--- src/rtl/sseg_scan_driver.sv ---
// -----------------------------------------------------------------------------
// sseg_scan_driver
// Time-multiplexed seven-segment driver for NUM_DIGITS hex digits.
// One digit is lit at a time. Each digit slot is 16 PWM steps of PRESCALE
// clocks. A digit is on while step < brightness, so step 15 is always dark.
// That dark step is the guard band that stops ghosting between digits.
// data/dp/blank/brightness are captured once per frame, so the display never
// tears.
//
// Optional feature (macro SSEG_LZB_EN): leading-zero blanking, applied when
// the snapshot is taken. Digits are scanned from the top down, and each digit
// with nibble 0 and dp 0 is blanked until the first non-zero nibble or set dp.
// Digit 0 is never auto-blanked.
//
// Ports:
//   clock        system clock, rising edge
//   reset_n      asynchronous active-low reset
//   data         hex nibbles, digit i = data[4i+3:4i], digit 0 rightmost
//   dp           decimal point request per digit (1 = lit)
//   blank        force digit dark (1 = blank)
//   brightness   PWM level 0..15 (0 = dark)
//   sseg         segments {G,F,E,D,C,B,A}, active-low, registered
//   dp_n         decimal point segment, active-low, registered
//   anodes       digit enables, active-low, registered
//   frame_start  one-cycle pulse after each input snapshot
// -----------------------------------------------------------------------------
module sseg_scan_driver #(
    parameter int NUM_DIGITS = 4,
    parameter int PRESCALE   = 1024
) (
    input  logic                    clock,
    input  logic                    reset_n,
    input  logic [4*NUM_DIGITS-1:0] data,
    input  logic [NUM_DIGITS-1:0]   dp,
    input  logic [NUM_DIGITS-1:0]   blank,
    input  logic [3:0]              brightness,
    output logic [6:0]              sseg,
    output logic                    dp_n,
    output logic [NUM_DIGITS-1:0]   anodes,
    output logic                    frame_start
);

    localparam int PS_W  = (PRESCALE > 1) ? $clog2(PRESCALE) : 1;
    localparam int IDX_W = (NUM_DIGITS > 1) ? $clog2(NUM_DIGITS) : 1;
    localparam logic [PS_W-1:0]  PS_LAST  = PS_W'(PRESCALE - 1);
    localparam logic [IDX_W-1:0] IDX_LAST = IDX_W'(NUM_DIGITS - 1);

    // Hex to active-high gfedcba pattern.
    function automatic logic [6:0] hex_decode(input logic [3:0] nib);
        logic [6:0] seg;
        case (nib)
            4'h0:    seg = 7'h3F;
            4'h1:    seg = 7'h06;
            4'h2:    seg = 7'h5B;
            4'h3:    seg = 7'h4F;
            4'h4:    seg = 7'h66;
            4'h5:    seg = 7'h6D;
            4'h6:    seg = 7'h7D;
            4'h7:    seg = 7'h07;
            4'h8:    seg = 7'h7F;
            4'h9:    seg = 7'h6F;
            4'hA:    seg = 7'h77;
            4'hB:    seg = 7'h7C;
            4'hC:    seg = 7'h39;
            4'hD:    seg = 7'h5E;
            4'hE:    seg = 7'h79;
            4'hF:    seg = 7'h71;
            default: seg = 7'h00;
        endcase
        return seg;
    endfunction

`ifdef SSEG_LZB_EN
    // Mask of leading digits to blank. Once a non-blankable digit is seen,
    // no digit below it is blanked. Digit 0 is never part of the mask.
    function automatic logic [NUM_DIGITS-1:0] lzb_mask(
        input logic [4*NUM_DIGITS-1:0] nibs,
        input logic [NUM_DIGITS-1:0]   dps
    );
        logic                  leading;
        logic [NUM_DIGITS-1:0] m;
        leading = 1'b1;
        m       = '0;
        for (int i = NUM_DIGITS - 1; i >= 1; i--) begin
            if (leading && (nibs[4*i +: 4] == 4'h0) && !dps[i]) begin
                m[i] = 1'b1;
            end else begin
                leading = 1'b0;
            end
        end
        return m;
    endfunction
`endif

    // Scan state
    logic [PS_W-1:0]         ps_q,   ps_d;
    logic [3:0]              step_q, step_d;
    logic [IDX_W-1:0]        idx_q,  idx_d;
    // Set in reset, so the first edge after release takes a snapshot.
    logic                    init_q;
    // Snapshot
    logic [4*NUM_DIGITS-1:0] snap_data_q;
    logic [NUM_DIGITS-1:0]   snap_dp_q;
    logic [NUM_DIGITS-1:0]   snap_blank_q;
    logic [3:0]              snap_bright_q;
    // Registered outputs
    logic [6:0]              sseg_q,   sseg_d;
    logic                    dp_n_q,   dp_n_d;
    logic [NUM_DIGITS-1:0]   anodes_q, anodes_d;
    logic                    frame_start_q;

    logic                    tick_s;
    logic                    frame_wrap_s;
    logic                    snap_take_s;
    logic [NUM_DIGITS-1:0]   blank_eff_s;
    logic [3:0]              cur_nib_s;
    logic                    cur_dp_s;
    logic                    cur_blank_s;
    logic                    digit_on_s;

    // Prescaler, step and digit index next-state logic
    always_comb begin
        tick_s       = (ps_q == PS_LAST);
        frame_wrap_s = tick_s && (step_q == 4'd15) && (idx_q == IDX_LAST);
        snap_take_s  = init_q || frame_wrap_s;
        if (tick_s) begin
            ps_d   = '0;
            step_d = step_q + 4'd1;
        end else begin
            ps_d   = ps_q + PS_W'(1);
            step_d = step_q;
        end
        if (tick_s && (step_q == 4'd15)) begin
            if (idx_q == IDX_LAST) begin
                idx_d = '0;
            end else begin
                idx_d = idx_q + IDX_W'(1);
            end
        end else begin
            idx_d = idx_q;
        end
    end

    // Effective blanking captured with the snapshot
    always_comb begin
`ifdef SSEG_LZB_EN
        blank_eff_s = blank | lzb_mask(data, dp);
`else
        blank_eff_s = blank;
`endif
    end

    // Select the current digit's snapshot fields and form the outputs
    always_comb begin
        cur_nib_s   = 4'h0;
        cur_dp_s    = 1'b0;
        cur_blank_s = 1'b1;
        for (int i = 0; i < NUM_DIGITS; i++) begin
            if (idx_q == IDX_W'(i)) begin
                cur_nib_s   = snap_data_q[4*i +: 4];
                cur_dp_s    = snap_dp_q[i];
                cur_blank_s = snap_blank_q[i];
            end else begin
                cur_nib_s   = cur_nib_s;
            end
        end
        digit_on_s = (step_q < snap_bright_q) && !cur_blank_s;
        anodes_d   = '1;
        if (digit_on_s) begin
            sseg_d = ~hex_decode(cur_nib_s);
            dp_n_d = ~cur_dp_s;
            for (int i = 0; i < NUM_DIGITS; i++) begin
                if (idx_q == IDX_W'(i)) begin
                    anodes_d[i] = 1'b0;
                end else begin
                    anodes_d[i] = 1'b1;
                end
            end
        end else begin
            sseg_d = 7'h7F;
            dp_n_d = 1'b1;
        end
    end

    // Scan counters and snapshot registers
    always_ff @(posedge clock or negedge reset_n) begin
        if (!reset_n) begin
            ps_q          <= '0;
            step_q        <= 4'd0;
            idx_q         <= '0;
            init_q        <= 1'b1;
            snap_data_q   <= '0;
            snap_dp_q     <= '0;
            snap_blank_q  <= '0;
            snap_bright_q <= 4'd0;
        end else begin
            ps_q   <= ps_d;
            step_q <= step_d;
            idx_q  <= idx_d;
            init_q <= 1'b0;
            if (snap_take_s) begin
                snap_data_q   <= data;
                snap_dp_q     <= dp;
                snap_blank_q  <= blank_eff_s;
                snap_bright_q <= brightness;
            end else begin
                snap_data_q   <= snap_data_q;
            end
        end
    end

    // Output registers. anodes and sseg update together, so there is no skew.
    always_ff @(posedge clock or negedge reset_n) begin
        if (!reset_n) begin
            sseg_q        <= 7'h7F;
            dp_n_q        <= 1'b1;
            anodes_q      <= '1;
            frame_start_q <= 1'b0;
        end else begin
            sseg_q        <= sseg_d;
            dp_n_q        <= dp_n_d;
            anodes_q      <= anodes_d;
            frame_start_q <= snap_take_s;
        end
    end

    assign sseg        = sseg_q;
    assign dp_n        = dp_n_q;
    assign anodes      = anodes_q;
    assign frame_start = frame_start_q;

endmodule

--- config.mk ---
export PLATFORM = sky130hd
export DESIGN_NAME = sseg_scan_driver
export DESIGN_NICKNAME = d
export VERILOG_FILES = /design/src/rtl/sseg_scan_driver.sv
export SDC_FILE = /design/constraint.sdc
export NUM_CORES = 1
export LEC_CHECK = 0
export BUFFER_PORTS_ARGS = -buffer_cell sky130_fd_sc_hd__buf_2
export CAP_MARGIN = 20
export CORE_ASPECT_RATIO = 0.9
export CORE_MARGIN = 8
export CORE_UTILIZATION = 50
export CTS_CLUSTER_SIZE = 8
export DETAILED_ROUTE_END_ITERATION = 12
export PLACE_DENSITY = 0.78
export SYNTH_ARGS = -nofsm -noshare
export SYNTH_HDL_FRONTEND = slang
export SYNTH_SLANG_ARGS = --single-unit
--- constraint.sdc ---
create_clock -name clock -period 2.3 [get_ports clock]
set_clock_uncertainty 0.2 [all_clocks]
set_input_delay 0.23 -clock clock [delete_from_list [all_inputs] [get_ports clock]]
set_output_delay 0.23 -clock clock [all_outputs]
set_load 0.01 [all_outputs]
### Word level (Yosys, flattened, before mapping)

Memory sizes are Yosys's and may differ from the RTL's.
Index checks and enable logic that the tools add are counted.

* $add $sub $neg: 3
* magnitude comparators: 1
* equal/unequal tests: 5
* muxes and demuxes: 22
* bitwise logic cells: 2
* reductions and logical operators: 6

Operator list (number)
* $mux 4: 5
* $mux 7: 2
* $mux 1: 13
* $add 10x1->10 const B: 1
* $eq 10x10->1 const B: 1
* $mux 10: 1
* $not 7->7: 1
* $add 4x1->4 const B: 1
* $eq 2x2->1 const B: 2
* $eq 4x4->1 const B: 1
* $lt 4x4->1: 1
* $logic_and 1x1->1: 3
* $add 2x1->2 const B: 1
* $eq 2x1->1 const B: 1
* $logic_not 2->1: 1
* $mux 2: 1
* $logic_not 1->1: 1
* $logic_or 1x1->1: 1
* $not 1->1: 1

* register bits after elaboration: 58
* bits in read-only memories: 112
* input bits: 30
* output and inout port bits: 13
* logic and storage cells: 52
* memories: 1

Memories
* (no name shown): depth 16, bits a word 7, rd ports 1, clocked after Yosys merged registers in 0, wr ports 0, RTL line 51 `case (nib)`

### Depth between registers and ports, before layout

* depth after elaboration: 10
* depth in mapped cells: 11
* mapped depth without buffers: 10

### Least setup slack after synthesis

No wires, ideal clock.

* kind: register to register
* start point: register idx_q[0]
* end point: register sseg_q[3], in the netlist sseg[3]
* setup time: 0.062 ns
* arrival time: 2.138 ns
* data required time: 2.038 ns
* setup slack: -0.100 ns
* cell stages (with the launch flop): 11
* path buffers: 1
* period minus slack after synthesis: 2.400 ns
* cell sequence: dfrtp_1 > ha_1 > buf_2 > nor2b_1 > a22oi_1 > a21oi_1 > inv_1 > ha_1 > a21oi_1 > a22o_1 > nand2_1

* word-level cells in the longest chain between the ends: 9
* elaborated cells on any way between the ends: 18
* those cells by class: eq/ne (3); mux (10); bitwise (1); reduce/logical (3); memory (1)

RTL lines
* start, declared: RTL line 98 `logic [IDX_W-1:0] idx_q, idx_d;`
* start signal, assigned: RTL line 199 `idx_q <= idx_d;`
* $logic_not 2->1: RTL line 159 `if (idx_q == IDX_W'(i)) begin`
* $mux 4 (4 in a row): RTL line 159
* $mem_v2 16x7
* $mux 7: RTL line 169 `if (digit_on_s) begin`
* $not 7->7: RTL line 170 `sseg_d = ~hex_decode(cur_nib_s);`
* $mux 7 (*): RTL line 169
* via sseg_d[3]: RTL line 107 `logic [6:0] sseg_q, sseg_d;`
* end signal, assigned: RTL line 220 `sseg_q <= sseg_d;`
* end, declared: RTL line 107

Mark *: on every way through the listed nets, which the timed path passes. The rest lies on a longest branch. The select of a mux whose other input is x is not followed.
A chain may end at the register's enable or synchronous reset.

### Worst setup path in the final report

* start point: register idx_q[0]
* end point: register sseg_q[6], in the netlist sseg[6]

The elaborated chain is that of the path after synthesis.

==> summary.txt <==
Outcome
  • Status: finished, violations left
  • Failing checks: setup timing

Timing
  • Hold Vio Cnt, Final: 0
  • Max Clk Rate: 0.4190 GHz
  • Setup WS post-layout: -86.68 ps
  • Max-slew headroom: 59.69%
  • Period utilization: 103.8%
  • Fin crit period: 2387 ps
  • Slew Viols, Final: 0
  • Setup TNS: -143.3 ps
  • Final setup fails: 2
  • Least-Margin Pin Slew: 604.6 ps
  • RSZ-0062 raised after global routing: yes

Clocking
  • Skew-Pair Late Insertion Delay: 330 ps
  • CTS tree: built
  • Clock Tree Root: clkbuf_8
  • H-tree Lvls: 3
  • Clock sinks: 58
  • CTS buffer count: 9
  • Reg clk slew, reported paths: 60 ps
  • Maximum root-to-sink buffer count: 2

Synthesis
  • Synth Area in Simple Gates: 9.810%
  • Synth Net Count: 271
  • Post-synthesis sequential area ratio: 53.03%
  • Synth warn: 0
  • Register bit total from synthesis: 58
  • Combinational family with the most area after synthesis: multiplexers
  • Async SR Flop Fraction: 100.0%
  • Post-synthesis compound-gate area fraction: 7.595%
  • Fraction of the mapped netlist area in adder cells: 6.781%
  • Synth Cell Area: 2768 um2
  • Main synth FF type: dfrtp_1
  • Count of cell types in the netlist: 40
  • Syn_area_per_cell: 12.25 um2
  • Post-synthesis instance total: 226
  • Portion of netlist area occupied by mux cells: 15.73%
  • Number of synthesized flops with an enable pin: 0
  • Post-Synth XOR/XNOR Area: 3.165%

Detailed routing
  • DR iter-0 viols: 65
  • Detail Route Antenna Nets: 0
  • DR pass1 iterations: 6
  • Via count: 1,945
  • DR vias/cell: 5.026
  • Wire per inst: 14.92 um
  • DRC viols: 0
  • DRT Wirelength: 5773 um

Worst setup path
  • Worst Setup SP: idx_q[0]
  • Reg2reg start: idx_q[0]
  • Delay-heaviest family, CP: adder cells
  • Worst Path Arrival: 2430 ps
  • CP required: 2350 ps
  • Crit-path slowest cell: dfrtp_2
  • WS Path Type: flip-flop to flip-flop
  • CP bufs+invs: 1
  • Crit-path cells: ha_2, nand2b_1, o22ai_1, a21oi_2, buf_4, ha_1, mux2_4, nand2_2, o211ai_1
  • CP endpoint kind: flip-flop
  • Crit Path Max Fanout: 11
  • CP peak stage delay: 450 ps
  • Critical Path Start Type: flip-flop

Pwr
  • Leakage: 1.731 nW
  • Pwr Density: 656.9 nW/um2
  • Worst VDD drop: 569.4 uV

Finish
  • Post-Layout Cell Count: 387
  • Final core occ: 71.03%
  • Commonest non-fill, non-tap cells in the layout: 44 x dfrtp_1, 42 x buf_2, 29 x dlygate4sd3_1
  • Fin nets: 360
  • Layout Area Growth over Synthesis: 35.67%
  • Share of cells above drive strength 1: 44.06%
  • Ant. Diodes: 0
  • Most common cell after layout, fill and taps aside: dfrtp_1

GRT
  • First-pass GRT wire length: 9163 um
  • Tot GR Track Use: 14.73%
  • Largest net degree at the start of global routing: 34
  • Initial antenna violation count: 0
  • Vias in the first global route: 1,936
  • Grt ovf: 0

Placement
  • Port Buffers: 42
  • Routability Congestion: 0.8306
  • DP HPWL: 3821 um
  • Cells after DPL: 341

Floorplanning
  • Initial core utilization: 52.36%
  • Core Footprint: 5286 um2
  • # IOs: 43
  • DIE HEIGHT: 86.58 um
  • Full die area: 8175 um2
  • Rows: 25
  • Die width: 94.43 um

Worst hold path
  • Worst Hold Class: input pin to async pin

Flow run
  • Max_cap viols: 0
[synth_stat cells, drive strengths merged, types with 3 or more instances]
cell type  number  area (um2)
nand2b          4       25.02
xnor2           6       52.55
nand2          18       67.56
dfstp          13       341.6
o211ai          3       22.52
o21ai           6       30.03
mux2i           3       30.03
xor2            4       35.03
buf             7       47.54
ha             15       187.7
a211oi          3       27.52
dfrtp          45        1126
a21oi           6       30.03
o221ai          3       26.28
o22ai           3       18.77
nand3           4       20.02
nor2           10       40.04
inv            13       48.80
nand4           3       25.02
nor2b           6       37.54
mux2           33       405.4
[worst paths after layout]
check / endpoint / slack, ps / cells past startpoint
max: sseg[6] / -90 / 9
min: snap_bright_q[0] / 250 / 2
max reg2reg: sseg[6] / -90 / 9
min reg2reg: ps_q[6] / 270 / 1
max in group asynchronous: sseg[2] / 1010 / 3
min in group clock: ps_q[6] / 270 / 1
[worst reg2reg max path: stages (launching register included)]
cell	delay, ps
dfrtp_2	450
ha_2	270
nand2b_1	200
o22ai_1	240
a21oi_2	80
buf_4	170
ha_1	230
mux2_4	290
nand2_2	80
o211ai_1	90
[report_power, final]
| group | switching [mW] | leakage (nW) | internal, mW |
|---|---|---|---|
| clock network | 0.375 | 0.107 | 0.588 |
| logic | 0.156 | 0.942 | 0.196 |
| registers | 0.0378 | 0.682 | 1.11 |
| total | 0.570 | 1.73 | 1.90 |
[cell type report]
class / count / area, um2
Clock buffer: 14 / 172.7
Inverter: 13 / 48.80
Clock inverter: 2 / 35.03
Sequential cell: 58 / 1469
Multi-Input combinational cell: 146 / 1292
Tap cell: 67 / 83.83
Timing Repair Buffer: 87 / 653.1
Fill cell: 348 / 1531
[through the flow]
step | setup slack, ps | hold slack (ps) | instance area [um2] | power, mW
after global placement | 34.07 | 63.55 | 3167 | 1.456
after detailed placement | -30.64 | 66.71 | 3167 | 1.465
after CTS | 3.867 | 235.6 | 3687 | 2.480
after global routing | -128.3 | 271.1 | 3755 | 2.580
final | -86.68 | 246.0 | 3755 | 2.467
after floorplan | 13.81 | -265.6 | 2775 | 1.339
[sequential cells by signal (all words and copies together), names as in the netlist]
signal / cells
sseg: 7
frame_start: 1
idx_q: 2
anodes: 4
snap_bright_q: 4
init_q: 1
snap_blank_q: 4
dp_n: 1
ps_q: 10
step_q: 4
snap_data_q: 16
snap_dp_q: 4
[logic make-up after synthesis]
family	Yosys count
flip-flops	58
AND/OR/NAND/NOR	53
multiplexers	36
AO/OA/AOI/OAI	31
buffers and inverters	22
adder cells (fa/ha/maj)	15
XOR/XNOR	10
other	1
[metal layers]
layer	vias to the layer above	share of wire, %	GRT usage [%]
met2	50	48	22.03
met3	11	6.3	5.354
met1	922	44	17.90
met4	0	2.1	8.201
li1	962	-	-
met5	-	0	0
[repair_timing]
action | CTS | global route
gates resized for setup | 6 | 18
pin swaps | 0 | 1
endpoints found under the setup margin | 2 | 8
buffers inserted | 0 | 1
hold buffers | 29 | 0
hold endpoints to repair | 51 | 0
gates cloned | 0 | 0
Power figures use the tool's default switching activity.
